--- src/rtl/apb_rr_arbiter.sv ---
// -----------------------------------------------------------------------------
// apb_rr_arbiter
//   Round-robin arbiter that shares one resource among NUM_REQ requesters.
//   Each requester has an enable bit in MASK, and a global enable sits in CTRL.
//   The arbiter grants one requester at a time. It holds that grant until the
//   owner pulses done_i or drops its request. After every grant it inserts
//   exactly one dead cycle before granting again. The owner that just released
//   gets the lowest priority on the next search.
//
//   Optional feature macro: ARB_TIMEOUT_EN
//     When defined, a hold counter forces a release after MAX_HOLD grant
//     cycles and sets the sticky STATUS[6] timeout flag, which is cleared by
//     writing 1 to it. When undefined, no counter is built and a grant is held
//     indefinitely.
//
// Ports
//   pclk_i, prst_n_i    clock, asynchronous active-low reset
//   psel_i, penable_i   APB select / enable (no wait states)
//   pwrite_i, paddr_i   APB direction / register address (2 bits)
//   pwdata_i, prdata_o  APB write / read data (8 bits)
//   pready_o            APB ready (psel_i & penable_i)
//   req_i               per-requester request, held until served
//   done_i              release pulse from the current owner
//   gnt_o               registered one-hot grant
//   gnt_valid_o         |gnt_o
//   gnt_id_o            index of the current / last owner
//
// Register map
//   0 CTRL    [0] arb_en
//   1 MASK    [NUM_REQ-1:0] requester enables
//   2 STATUS  [7] busy, [6] timeout (W1C), [REQ_W-1:0] gnt_id
//   3 REQ     [NUM_REQ-1:0] raw req_i
// -----------------------------------------------------------------------------
module apb_rr_arbiter #(
  parameter int NUM_REQ  = 8,
  parameter int REQ_W    = $clog2(NUM_REQ),
  parameter int MAX_HOLD = 16
) (
  input  logic               pclk_i,
  input  logic               prst_n_i,
  input  logic               psel_i,
  input  logic               penable_i,
  input  logic               pwrite_i,
  input  logic [1:0]         paddr_i,
  input  logic [7:0]         pwdata_i,
  output logic               pready_o,
  output logic [7:0]         prdata_o,
  input  logic [NUM_REQ-1:0] req_i,
  input  logic               done_i,
  output logic [NUM_REQ-1:0] gnt_o,
  output logic               gnt_valid_o,
  output logic [REQ_W-1:0]   gnt_id_o
);

  if (NUM_REQ < 2 || NUM_REQ > 8 || MAX_HOLD < 1) begin : g_bad_params
    $error("apb_rr_arbiter: NUM_REQ must be 2..8 and MAX_HOLD must be >= 1");
  end

  typedef enum logic [1:0] {S_IDLE, S_GRANT, S_RELEASE} state_t;

  localparam logic [1:0] ADDR_CTRL   = 2'd0;
  localparam logic [1:0] ADDR_MASK   = 2'd1;
  localparam logic [1:0] ADDR_STATUS = 2'd2;

  state_t             state_q;
  logic               arb_en_q;
  logic [NUM_REQ-1:0] mask_q;
  logic [NUM_REQ-1:0] gnt_q;
  logic [REQ_W-1:0]   gnt_id_q;
  logic [REQ_W-1:0]   last_q;
  logic               timeout_flag;

  logic               apb_access;
  logic               apb_wr;
  logic               apb_rd;
  logic [NUM_REQ-1:0] elig;
  logic               win_found;
  logic [REQ_W-1:0]   win_id;
  logic [REQ_W-1:0]   scan_idx;
  logic [7:0]         rdata;

  assign apb_access = psel_i & penable_i;
  assign apb_wr     = apb_access & pwrite_i;
  assign apb_rd     = apb_access & ~pwrite_i;

  assign elig = arb_en_q ? (req_i & mask_q) : '0;

  // The search starts one past the last owner and wraps, so the previous owner
  // is examined last.
  always_comb begin
    win_found = 1'b0;
    win_id    = '0;
    scan_idx  = last_q;
    for (int i = 0; i < NUM_REQ; i++) begin
      scan_idx = (scan_idx == REQ_W'(NUM_REQ - 1)) ? '0 : scan_idx + REQ_W'(1);
      if (!win_found && elig[scan_idx]) begin
        win_found = 1'b1;
        win_id    = scan_idx;
      end
    end
  end

`ifdef ARB_TIMEOUT_EN
  localparam int CNT_W = $clog2(MAX_HOLD + 1);

  logic [CNT_W-1:0] hold_cnt_q;
  logic [CNT_W-1:0] hold_cnt_d;
  logic             hold_expired;
  logic             timeout_q;

  assign hold_cnt_d   = hold_cnt_q + CNT_W'(1);
  assign hold_expired = (hold_cnt_d == CNT_W'(MAX_HOLD));
  assign timeout_flag = timeout_q;
`else
  assign timeout_flag = 1'b0;
`endif

  always_ff @(posedge pclk_i or negedge prst_n_i) begin
    if (!prst_n_i) begin
      state_q  <= S_IDLE;
      gnt_q    <= '0;
      gnt_id_q <= '0;
      last_q   <= REQ_W'(NUM_REQ - 1);
      arb_en_q <= 1'b1;
      mask_q   <= '1;
`ifdef ARB_TIMEOUT_EN
      hold_cnt_q <= '0;
      timeout_q  <= 1'b0;
`endif
    end else begin
      if (apb_wr && paddr_i == ADDR_CTRL) arb_en_q <= pwdata_i[0];
      if (apb_wr && paddr_i == ADDR_MASK) mask_q   <= pwdata_i[NUM_REQ-1:0];
`ifdef ARB_TIMEOUT_EN
      // The clear comes first, so a timeout on the same edge overrides it below.
      if (apb_wr && paddr_i == ADDR_STATUS && pwdata_i[6]) timeout_q <= 1'b0;
`endif

      case (state_q)
        S_IDLE, S_RELEASE: begin
          if (win_found) begin
            state_q  <= S_GRANT;
            gnt_q    <= NUM_REQ'(1) << win_id;
            gnt_id_q <= win_id;
            last_q   <= win_id;
`ifdef ARB_TIMEOUT_EN
            hold_cnt_q <= '0;
`endif
          end else begin
            state_q <= S_IDLE;
          end
        end

        S_GRANT: begin
          if (done_i || !req_i[gnt_id_q]) begin
            state_q <= S_RELEASE;
            gnt_q   <= '0;
          end
`ifdef ARB_TIMEOUT_EN
          else if (hold_expired) begin
            state_q   <= S_RELEASE;
            gnt_q     <= '0;
            timeout_q <= 1'b1;
          end else begin
            hold_cnt_q <= hold_cnt_d;
          end
`endif
        end

        default: begin
          state_q <= S_IDLE;
          gnt_q   <= '0;
        end
      endcase
    end
  end

  always_comb begin
    rdata = '0;
    if (apb_rd && prst_n_i) begin
      case (paddr_i)
        ADDR_CTRL:   rdata[0] = arb_en_q;
        ADDR_MASK:   rdata[NUM_REQ-1:0] = mask_q;
        ADDR_STATUS: begin
          rdata[7]         = (state_q == S_GRANT);
          rdata[6]         = timeout_flag;
          rdata[REQ_W-1:0] = gnt_id_q;
        end
        default:     rdata[NUM_REQ-1:0] = req_i;
      endcase
    end
  end

  // Gating with the reset makes the APB outputs drop at once when reset is asserted.
  assign pready_o    = apb_access & prst_n_i;
  assign prdata_o    = rdata;
  assign gnt_o       = gnt_q;
  assign gnt_valid_o = |gnt_q;
  assign gnt_id_o    = gnt_id_q;

endmodule

--- config.mk ---
export PLATFORM = sky130hd
export DESIGN_NAME = apb_rr_arbiter
export DESIGN_NICKNAME = d
export VERILOG_FILES = /design/src/rtl/apb_rr_arbiter.sv
export SDC_FILE = /design/constraint.sdc
export NUM_CORES = 1
export LEC_CHECK = 0
export BUFFER_PORTS_ARGS = -buffer_cell sky130_fd_sc_hd__buf_2
export CORE_MARGIN = 8
export CORE_UTILIZATION = 40
export DETAILED_ROUTE_END_ITERATION = 6
export GPL_ROUTABILITY_DRIVEN = 0
export PLACE_DENSITY = 0.66
export SLEW_MARGIN = 15
export SYNTH_ARGS = -nofsm -noshare
export SYNTH_HDL_FRONTEND = slang
export SYNTH_SLANG_ARGS = --single-unit
--- constraint.sdc ---
create_clock -name pclk_i -period 5.2 [get_ports pclk_i]
set_input_delay 0.52 -clock pclk_i [delete_from_list [all_inputs] [get_ports pclk_i]]
set_output_delay 0.52 -clock pclk_i [all_outputs]
set_load 0.1 [all_outputs]
* Word level (Yosys, flattened, before mapping)
Index checks and enable logic that the tools add are counted.
** Storage, ports and cells
- Register bits after elaboration :: 25
- Bits of input ports :: 24
- Logic and storage cells :: 124
** Cells by class
- Add/sub/neg operators :: 8
- Magnitude comparators :: 9
- Equal/unequal tests :: 14
- Shift operators :: 1
- Multiplexer cells :: 54
- Bitwise gates (word level) :: 6
- Reductions and logical operators :: 26
** Operator list (number)
- 2-to-1 mux 3 bit :: 16
- less-than comparator 3 x 4 -> 1 bit (second input constant) :: 9
- 2-to-1 mux 8 bit :: 4
- binary-select mux 1 bit (select 3 bit) :: 9
- adder 3 x 1 -> 3 bit (second input constant) :: 8
- == test 3 bit (second input constant) :: 8
- 2-to-1 mux 1 bit :: 18
- one-hot mux 8 bit (2 select lines) :: 1
- one-hot mux 2 bit (3 select lines) :: 2
- logical AND 1 bit :: 10
- bitwise AND 8 bit :: 1
- logical NOT 1 bit :: 8
- OR reduction 8 bit :: 1
- left shift 1 x 3 -> 8 bit (first input constant) :: 1
- one-hot mux 3 bit (2 select lines) :: 1
- bitwise AND 1 bit :: 4
- == test 2 x 1 -> 1 bit (second input constant) :: 2
- == test 2 bit (second input constant) :: 2
- logical NOT 2 bit :: 2
- inequality test 2 bit (second input constant) :: 2
- one-hot mux 2 bit (2 select lines) :: 1
- AND reduction 2 bit :: 2
- OR reduction 2 bit :: 2
- one-hot mux 1 bit (3 select lines) :: 1
- other kinds (3) :: 3

* Logic depth before layout (Yosys ltp)
Gate-level depths: netlist (run 1).
- Depth in word-level cells :: 29
- Gate-level depth with buffers :: 16
- Depth with buffers taken out :: 14

* Worst setup path after synthesis (run 1)
Ideal clock, no wire load.
- Path kind :: reg2reg
- Start point :: register last_q[0]
- End point :: register gnt_q[0], in the netlist gnt_o[0]
- Setup time :: 123 ps
- Arrival time :: 3744 ps
- Required time :: 5077 ps
- Path slack :: 1333 ps
- Cell stages (with the launch flop) :: 15
- Path buffers :: 1
- Clock period less this slack :: 3867 ps
- Cell sequence :: dfstp_2 ha_1 ha_1 ha_1 clkbuf_1 xor2_1 ha_1 nor4b_1 a211oi_1 a22oi_1 nand3_1 or3_1 a32oi_1 nor2_1 a32o_1
** Between the ends
- Word-level cells in the longest chain between the ends :: 29
- Elaborated cells between the ends (all ways) :: 75
- Classes of those cells :: 8 x add/sub; 9 x eq/ne; 1 x shift; 42 x mux; 15 x reduce/logical
** Ends and longest elaborated chain
- start, declared :: RTL line 70 : logic [REQ_W-1:0] last_q;
- start signal, assigned :: RTL line 123 : last_q <= REQ_W'(NUM_REQ - 1);
- start signal, assigned :: RTL line 144 : last_q <= win_id;
- adder 3 x 1 -> 3 bit or == test 3 bit (tied branches) :: RTL line 95 : scan_idx = (scan_idx == REQ_W'(NUM_REQ - 1)) ? '0 : scan_idx + REQ_W'(1);
- 2-to-1 mux 3 bit (*) :: RTL line 95
- branches (longest 27 deep; another with adder 3 x 1 -> 3 bit)
- end signal, assigned :: RTL line 142 : gnt_q <= NUM_REQ'(1) << win_id;
- end, declared :: RTL line 68 : logic [NUM_REQ-1:0] gnt_q;
Every way passes the cells marked *. The select of a mux whose other input is x is not followed.
A chain may end at the register's enable or synchronous reset.

* Final worst setup path (run 1)
Ends and elaborated chain as after synthesis.

==> results of run 1 <==
## state kept, by name, summed over array words and instances, names as in the netlist
signal / cells
last_q: 3
arb_en_q: 1
state_q: 2
mask_q: 8
gnt_id_o: 3
gnt_o: 8
## cells in the final DEF, fill, tap and decap left out, types with 3 or more instances in the layout
| cell type | count |
|---|---|
| buf_2 | 44 |
| nand2_1 | 29 |
| nor2_1 | 21 |
| mux2_2 | 13 |
| dfrtp_1 | 13 |
| and3_1 | 12 |
| mux2i_1 | 12 |
| o21ai_0 | 12 |
| dfstp_2 | 12 |
| ha_1 | 11 |
| mux4_2 | 9 |
| inv_1 | 8 |
| a21oi_1 | 7 |
| a22oi_1 | 6 |
| nand3_1 | 6 |
| o22ai_1 | 6 |
| o21bai_1 | 6 |
| a32oi_1 | 5 |
| o31ai_1 | 5 |
| a32o_1 | 5 |
| nand2b_1 | 4 |
| nor4_1 | 4 |
| nand4_1 | 4 |
| a21o_1 | 4 |
| nor2b_1 | 3 |
| and2_1 | 3 |
| clkbuf_8 | 3 |
## layout make-up
cell class / count / area share [%]
tap: 75 / 3.35
timing repair buffer: 45 / 8.12
sequential: 25 / 22.9
clock inverter: 1 / 0.268
clock buffer: 3 / 1.47
inverter: 8 / 1.07
multi-input combinational: 230 / 62.9
## kinds of logic (layout without fill, tap and decap cells)
group,count (synthesis),after routing,share of synthesized area [%]
AO/OA/AOI/OAI,85,85,25.4
XOR/XNOR,2,2,0.704
adder cells (fa/ha/maj),11,11,5.53
buffers and inverters,18,57,3.47
flip-flops,25,25,25.7
multiplexers,35,35,19.5
AND/OR/NAND/NOR,97,97,19.7
## layer usage
| metal | track usage [%] | vias to the layer above |
|---|---|---|
| met5 | 0 | - |
| met4 | 6.50 | 0 |
| met3 | 1.67 | 8 |
| met2 | 27.3 | 101 |
| met1 | 21.6 | 1189 |
| li1 | - | 1155 |
## metrics by stage
stage	hold slack [ns]	instance area, um2
after floorplan	0.224	2490
after global placement	0.492	2750
after detailed placement	0.496	2750
after CTS	0.251	2800
after global routing	0.278	2800
final	0.242	2800
## critical path: stages (launching register included)
cell,delay (ns)
dfstp_2,0.67
ha_1,0.19
ha_1,0.31
ha_1,0.45
xor2_1,0.23
ha_1,0.26
nor4b_1,0.39
a211oi_1,0.12
a22oi_1,0.36
nand3_1,0.15
or3_1,0.39
a32oi_1,0.30
nor2_1,0.15
a32o_1,0.29
## final timing paths
kind | startpoint | to | slack [ns] | cells after the start
max | last_q[0] | gnt_o[0] | 0.85 | 13
min | prst_n_i | state_q[1] | 0.24 | 1
max reg2reg | last_q[0] | gnt_o[0] | 0.85 | 13
min reg2reg | gnt_o[6] | gnt_o[6] | 0.52 | 2
max in group asynchronous | prst_n_i | last_q[1] | 4.57 | 1
min in group pclk_i | pwdata_i[0] | arb_en_q | 0.46 | 3
==> flow_summary.html, run 1 <==
<table>
<tr><th>Metric</th><th>Value</th></tr>
<tr><th colspan="2">Setup path</th></tr>
<tr><td>Kind of launch point of the worst setup path</td><td>flop</td></tr>
<tr><td>Worst endpoint required time</td><td>5.37 ns</td></tr>
<tr><td>Critical Path Fanout Max</td><td>13</td></tr>
<tr><td>Worst setup EP type</td><td>flop</td></tr>
<tr><td>Crit Path Class</td><td>flop to flop</td></tr>
<tr><td>Arr. time, crit path</td><td>4.52 ns</td></tr>
<tr><th colspan="2">Final layout</th></tr>
<tr><td>Footprint of the multi-input gates</td><td>1760 um2</td></tr>
<tr><td>Layout Nets</td><td>348</td></tr>
<tr><td>Footprint of the flip-flops and latches</td><td>641 um2</td></tr>
<tr><td>Utilization after layout</td><td>47.1%</td></tr>
<tr><td>Fill cell instance count of the final layout</td><td>621</td></tr>
<tr><td>Synth-to-Final Area Change</td><td>12.6%</td></tr>
<tr><td>Proportion of layout cells with a drive suffix above 1</td><td>28.8%</td></tr>
<tr><td>Antenna fix cells</td><td>0</td></tr>
<tr><td>Number of non-filler instances in the completed layout</td><td>387</td></tr>
<tr><th colspan="2">Synthesis</th></tr>
<tr><td>Part of the Yosys area used for sequential elements</td><td>25.7%</td></tr>
<tr><td>Post-synthesis cell type count</td><td>60</td></tr>
<tr><td>Synth Net Count</td><td>308</td></tr>
<tr><td>Most common cell in the netlist</td><td>nand2_1</td></tr>
<tr><td>Async set-or-reset flop fraction in the synthesized netlist</td><td>100%</td></tr>
<tr><td>EDFF count, synth</td><td>0</td></tr>
<tr><td>Library cell occupying the most area in the post-synthesis netlist</td><td>dfrtp_1</td></tr>
<tr><td>Number of cells produced by synthesis</td><td>273</td></tr>
<tr><td>Cell area after synthesis</td><td>2490 um2</td></tr>
<tr><td>Prevailing post-synth register cell</td><td>dfrtp_1</td></tr>
<tr><td>Count of yosys warnings during synthesis</td><td>0</td></tr>
<tr><td>Dominant cells by area after synthesis</td><td>dfrtp_1 (13%), dfstp_2 (13%), mux4_2 (8.1%)</td></tr>
<tr><td>Area share of the largest cell type after synthesis</td><td>13.1%</td></tr>
<tr><td>Synthesis-stage register bit count</td><td>25</td></tr>
<tr><td>Top cells by count, synth</td><td>nand2_1 (29), nor2_1 (21), dfrtp_1 (13), mux2_2 (13)</td></tr>
<tr><td>Syn avg cell area</td><td>9.12 um2</td></tr>
<tr><th colspan="2">Routing</th></tr>
<tr><td>Routed via count divided by cell count</td><td>6.34</td></tr>
<tr><td>Vias after detailed routing</td><td>2453</td></tr>
<tr><td>Number of optimization iterations in the first detailed-route pass</td><td>4</td></tr>
<tr><td>Highest metal layer with signal wires</td><td>met4</td></tr>
<tr><td>Number of violations reported at the end of detailed-routing iteration 0</td><td>297</td></tr>
<tr><td>Met1 layer wirelength in the final routing</td><td>3180 um</td></tr>
<tr><td>WL/cell</td><td>18.8 um</td></tr>
<tr><td>Met2 layer wire length in the routed design</td><td>3450 um</td></tr>
<tr><td>Met3 wire length</td><td>513 um</td></tr>
<tr><td>Total wire length after detailed routing</td><td>7270 um</td></tr>
<tr><td>DRC Markers</td><td>0</td></tr>
<tr><td>Antenna Nets Post-Route</td><td>0</td></tr>
<tr><th colspan="2">Global routing</th></tr>
<tr><td>Grt total ovfl</td><td>0</td></tr>
<tr><td>Via count of the first global-routing pass</td><td>2361</td></tr>
<tr><td>Wire length of the first global-routing pass</td><td>11900 um</td></tr>
<tr><td>Global-route usage over all layers</td><td>16.5%</td></tr>
<tr><td>Pin count of the biggest net entering global routing</td><td>27</td></tr>
<tr><td>Antenna violations before repair</td><td>0</td></tr>
<tr><th colspan="2">STA</th></tr>
<tr><td>Remaining max-slew budget at the tightest pin</td><td>59.5%</td></tr>
<tr><td>Share of the clock period used by the worst path</td><td>83.7%</td></tr>
<tr><td>Worst clock skew on the final layout</td><td>0.00744 ns</td></tr>
<tr><td>Setup TNS</td><td>0 ns</td></tr>
<tr><td>Shortest clock period the worst path allows after layout</td><td>4.35 ns</td></tr>
<tr><td>Maximum clock rate</td><td>0.230 GHz</td></tr>
<tr><td>RSZ-0062 raised after global routing</td><td>no</td></tr>
<tr><td>Final setup violation count</td><td>0</td></tr>
<tr><td>Worst-Margin Slew</td><td>0.607 ns</td></tr>
<tr><td>Setup WS post-layout</td><td>0.848 ns</td></tr>
<tr><td>Final hold violation count</td><td>0</td></tr>
<tr><td>Final number of max-transition violations</td><td>0</td></tr>
<tr><th colspan="2">Placement</th></tr>
<tr><td>Post-placement setup slack</td><td>0.903 ns</td></tr>
<tr><td>I/O Buffers</td><td>44</td></tr>
<tr><td># placed instances</td><td>383</td></tr>
<tr><td>HPWL after DPL</td><td>5730 um</td></tr>
<tr><th colspan="2">Clock network</th></tr>
<tr><td>Maximum root-to-sink buffer count</td><td>2</td></tr>
<tr><td>CTS H-Tree Depth</td><td>1</td></tr>
<tr><td>Number of resized instances in the post-cts repair step</td><td>0</td></tr>
<tr><td>Hold-fix buffers, CTS</td><td>0</td></tr>
<tr><td>CTS root buf</td><td>clkbuf_8</td></tr>
<tr><td>Clock sink count</td><td>25</td></tr>
<tr><td>TritonCTS clock tree</td><td>yes</td></tr>
<tr><td>Number of setup buffers added after CTS</td><td>0</td></tr>
<tr><td>Number of buffers created by CTS</td><td>3</td></tr>
<tr><td>Clock Pin Slew Worst Setup and Hold Paths</td><td>0.10 ns</td></tr>
<tr><td>Worst skew pair latency</td><td>0.28 ns</td></tr>
<tr><th colspan="2">Run status</th></tr>
<tr><td>Result of the run</td><td>complete, no violations</td></tr>
<tr><th colspan="2">Floorplan</th></tr>
<tr><td>Starting Density</td><td>41.8%</td></tr>
<tr><td>I/O pin cnt</td><td>45</td></tr>
<tr><td>Chip Height</td><td>94.9 um</td></tr>
<tr><td>Number of placement rows</td><td>28</td></tr>
<tr><td>Horizontal extent of the die</td><td>94.9 um</td></tr>
<tr><td>Full die area</td><td>9000 um2</td></tr>
<tr><td>Placeable core region</td><td>5960 um2</td></tr>
<tr><th colspan="2">Run</th></tr>
<tr><td>Max_cap viols</td><td>0</td></tr>
<tr><th colspan="2">Min path</th></tr>
<tr><td>Kind of path behind the tightest hold check</td><td>input port to async pin</td></tr>
</table>
Power of run 1 is left out: the tool's default activity adds up to more than one toggle a clock period on the data nets, which glitch-free logic cannot reach.
==> run 2, diff against run 1 <==
==> constraint.sdc (replaced) <==
create_clock -name pclk_i -period 4.15 [get_ports pclk_i]
set_input_delay 0.415 -clock pclk_i [delete_from_list [all_inputs] [get_ports pclk_i]]
set_output_delay 0.415 -clock pclk_i [all_outputs]
set_load 0.1 [all_outputs]
==> run 2 against run 1 <==
Effect of this change:
- sequential share of layout area is 1.0 points lower
- worst setup slack worse by 0.63 ns
- count of clock-buffer cells in the layout stayed put
- core utilization is 2.2 points higher
- first-iteration DRC count is 10% lower
- cell count is 3.6% higher
- non-clock buffer count is 14 higher
- die area stayed put
- critical path type unchanged
- critical endpoint is now gnt_o[7]
- largest cell class unchanged
- highest routed layer unchanged
==> flow_summary.html, run 2 (synthesis results as in run 1) <==
<table>
<tr><th>Metric</th><th>Value</th></tr>
<tr><th colspan="2">Setup path</th></tr>
<tr><td>Top cell family by delay on the critical path</td><td>compound AO/OA/AOI/OAI gates</td></tr>
<tr><td>FF-to-FF setup slack</td><td>0.22 ns</td></tr>
<tr><td>Worst Reg2Reg Path Length in Cells</td><td>13</td></tr>
<tr><td>Cells along the critical path</td><td>ha_1 &gt; ha_1 &gt; ha_1 &gt; xor2_2 &gt; ha_1 &gt; nor4b_2 &gt; a32oi_1 &gt; o211a_1 &gt; a211o_1 &gt; a211oi_1 &gt; a221oi_1 &gt; a22o_1 &gt; o41ai_1</td></tr>
<tr><td>Critical Path Fanout Max</td><td>6</td></tr>
<tr><td>Arr. time, crit path</td><td>4.11 ns</td></tr>
<tr><td>Worst reg2reg startpoint</td><td>last_q[0]</td></tr>
<tr><td>Worst endpoint required time</td><td>4.33 ns</td></tr>
<tr><td>Slowest stage delay, CP</td><td>0.57 ns</td></tr>
<tr><td>Endpoint of the worst register-to-register path</td><td>gnt_o[7]</td></tr>
<tr><td>Worst setup EP type</td><td>flop</td></tr>
<tr><td>Stages on the worst setup path</td><td>13</td></tr>
<tr><td>Kind of launch point of the worst setup path</td><td>flop</td></tr>
<tr><td>Crit Path Class</td><td>flop to flop</td></tr>
<tr><td>Worst path slowest cell</td><td>dfstp_2</td></tr>
<tr><td>Count of buffer and inverter cells on the critical path</td><td>0</td></tr>
<tr><td>Top cell by count, worst path</td><td>ha_1</td></tr>
<tr><th colspan="2">Global routing</th></tr>
<tr><td>Pin count of the biggest net entering global routing</td><td>27</td></tr>
<tr><td>Antenna violations before repair</td><td>0</td></tr>
<tr><td>Via count of the first global-routing pass</td><td>2414</td></tr>
<tr><td>Wire length of the first global-routing pass</td><td>12100 um</td></tr>
<tr><td>Global-route usage over all layers</td><td>16.8%</td></tr>
<tr><td>Grt total ovfl</td><td>0</td></tr>
<tr><th colspan="2">Placement</th></tr>
<tr><td>Post-placement setup slack</td><td>0.00714 ns</td></tr>
<tr><td>HPWL after DPL</td><td>5780 um</td></tr>
<tr><td>I/O Buffers</td><td>44</td></tr>
<tr><th colspan="2">STA</th></tr>
<tr><td>Final hold violation count</td><td>0</td></tr>
<tr><td>Share of the clock period used by the worst path</td><td>94.7%</td></tr>
<tr><td>RSZ-0062 raised after global routing</td><td>no</td></tr>
<tr><td>Setup TNS</td><td>0 ns</td></tr>
<tr><td>Shortest clock period the worst path allows after layout</td><td>3.93 ns</td></tr>
<tr><td>Worst clock skew on the final layout</td><td>0.00309 ns</td></tr>
<tr><td>Final number of max-transition violations</td><td>0</td></tr>
<tr><td>Maximum clock rate</td><td>0.254 GHz</td></tr>
<tr><td>Final setup violation count</td><td>0</td></tr>
<tr><td>Remaining max-slew budget at the tightest pin</td><td>59.3%</td></tr>
<tr><td>Setup WS post-layout</td><td>0.218 ns</td></tr>
<tr><td>Worst-Margin Slew</td><td>0.605 ns</td></tr>
<tr><th colspan="2">Clock network</th></tr>
<tr><td>Clock Pin Slew Worst Setup and Hold Paths</td><td>0.09 ns</td></tr>
<tr><td>CTS root buf</td><td>clkbuf_8</td></tr>
<tr><td>Number of buffers created by CTS</td><td>3</td></tr>
<tr><td>CTS H-Tree Depth</td><td>1</td></tr>
<tr><td>Maximum root-to-sink buffer count</td><td>2</td></tr>
<tr><td>Worst skew pair latency</td><td>0.28 ns</td></tr>
<tr><td>Clock sink count</td><td>25</td></tr>
<tr><td>Hold-fix buffers, CTS</td><td>0</td></tr>
<tr><td>TritonCTS clock tree</td><td>yes</td></tr>
<tr><th colspan="2">Floorplan</th></tr>
<tr><td>Placeable core region</td><td>5960 um2</td></tr>
<tr><td>Chip Height</td><td>94.9 um</td></tr>
<tr><td>Horizontal extent of the die</td><td>94.9 um</td></tr>
<tr><td>I/O pin cnt</td><td>45</td></tr>
<tr><td>Number of placement rows</td><td>28</td></tr>
<tr><td>Starting Density</td><td>41.8%</td></tr>
<tr><td>Full die area</td><td>9000 um2</td></tr>
<tr><th colspan="2">Final layout</th></tr>
<tr><td>Antenna fix cells</td><td>0</td></tr>
<tr><td>Top library cells by usage in the layout, fill and taps aside</td><td>buf_2 (44), nand2_1 (29), nor2_1 (21), buf_4 (15)</td></tr>
<tr><td>Synth-to-Final Area Change</td><td>17.8%</td></tr>
<tr><td>Most frequent standard cell in the layout excluding fill and tap cells</td><td>buf_2</td></tr>
<tr><td>Proportion of layout cells with a drive suffix above 1</td><td>33.1%</td></tr>
<tr><td>Layout Nets</td><td>362</td></tr>
<tr><th colspan="2">Min path</th></tr>
<tr><td>Kind of path behind the tightest hold check</td><td>input port to async pin</td></tr>
<tr><th colspan="2">Routing</th></tr>
<tr><td>Number of violations reported at the end of detailed-routing iteration 0</td><td>266</td></tr>
<tr><td>Routed via count divided by cell count</td><td>6.32</td></tr>
<tr><td>Total wire length after detailed routing</td><td>7370 um</td></tr>
<tr><td>Vias after detailed routing</td><td>2533</td></tr>
<tr><td>WL/cell</td><td>18.4 um</td></tr>
<tr><td>DRC Markers</td><td>0</td></tr>
<tr><td>Number of optimization iterations in the first detailed-route pass</td><td>5</td></tr>
<tr><td>Antenna Nets Post-Route</td><td>0</td></tr>
<tr><th colspan="2">Run status</th></tr>
<tr><td>Result of the run</td><td>complete, no violations</td></tr>
<tr><th colspan="2">Run</th></tr>
<tr><td>Max_cap viols</td><td>0</td></tr>
</table>
-- run 2: cell types whose count changed in the layout (fill, tap and decap cells not counted), sizes merged --
cell,delta
buf,+14
-- run 2: how the worst max path moves through the flow --
stage          startpoint       end  slack, ns
6_report        last_q[0]  gnt_o[7]       0.22
5_1_grt         last_q[0]  gnt_o[7]       0.04
4_1_cts         last_q[0]  gnt_o[7]       0.01
3_5_place_dp    last_q[0]  gnt_o[7]      0.007
3_3_place_gp    last_q[0]  gnt_o[7]       0.13
2_1_floorplan   last_q[0]  gnt_o[0]       0.28
-- run 2: stage by stage --
step	hold slack, ns	utilization, %	instances	area, um2
detailed placement	0.459	47.8	395	2840
finish	0.128	49.2	401	2930
floorplan	0.119	-	273	2490
global placement	0.458	47.8	395	2840
global route	0.161	49.2	401	2930
CTS	0.143	48.6	399	2890
-- run 2: layout make-up --
cell class,count,area (um2)
Fill cell,579,3020
Multi-Input combinational cell,230,1790
Sequential cell,25,641
Timing Repair Buffer,59,333
Tap cell,75,93.8
Clock buffer,3,41.3
Inverter,8,30.0
Clock inverter,1,7.51
-- run 2: routing by layer --
layer  global-route usage (%)  up-vias  wire length, um
li1                         -     1187                -
met1                     21.9     1234             3320
met2                     27.1       93             3420
met3                     2.22       19              424
met4                     7.28        0              210
met5                        0        -                0
-- run 2: repair_timing --
| item | 4_1_cts | 5_1_grt |
|---|---|---|
| endpoints found under the setup margin | 0 | 13 |
| resized for setup | 0 | 4 |
| buffers inserted | 0 | 2 |
Power of run 2 is left out for the same reason.
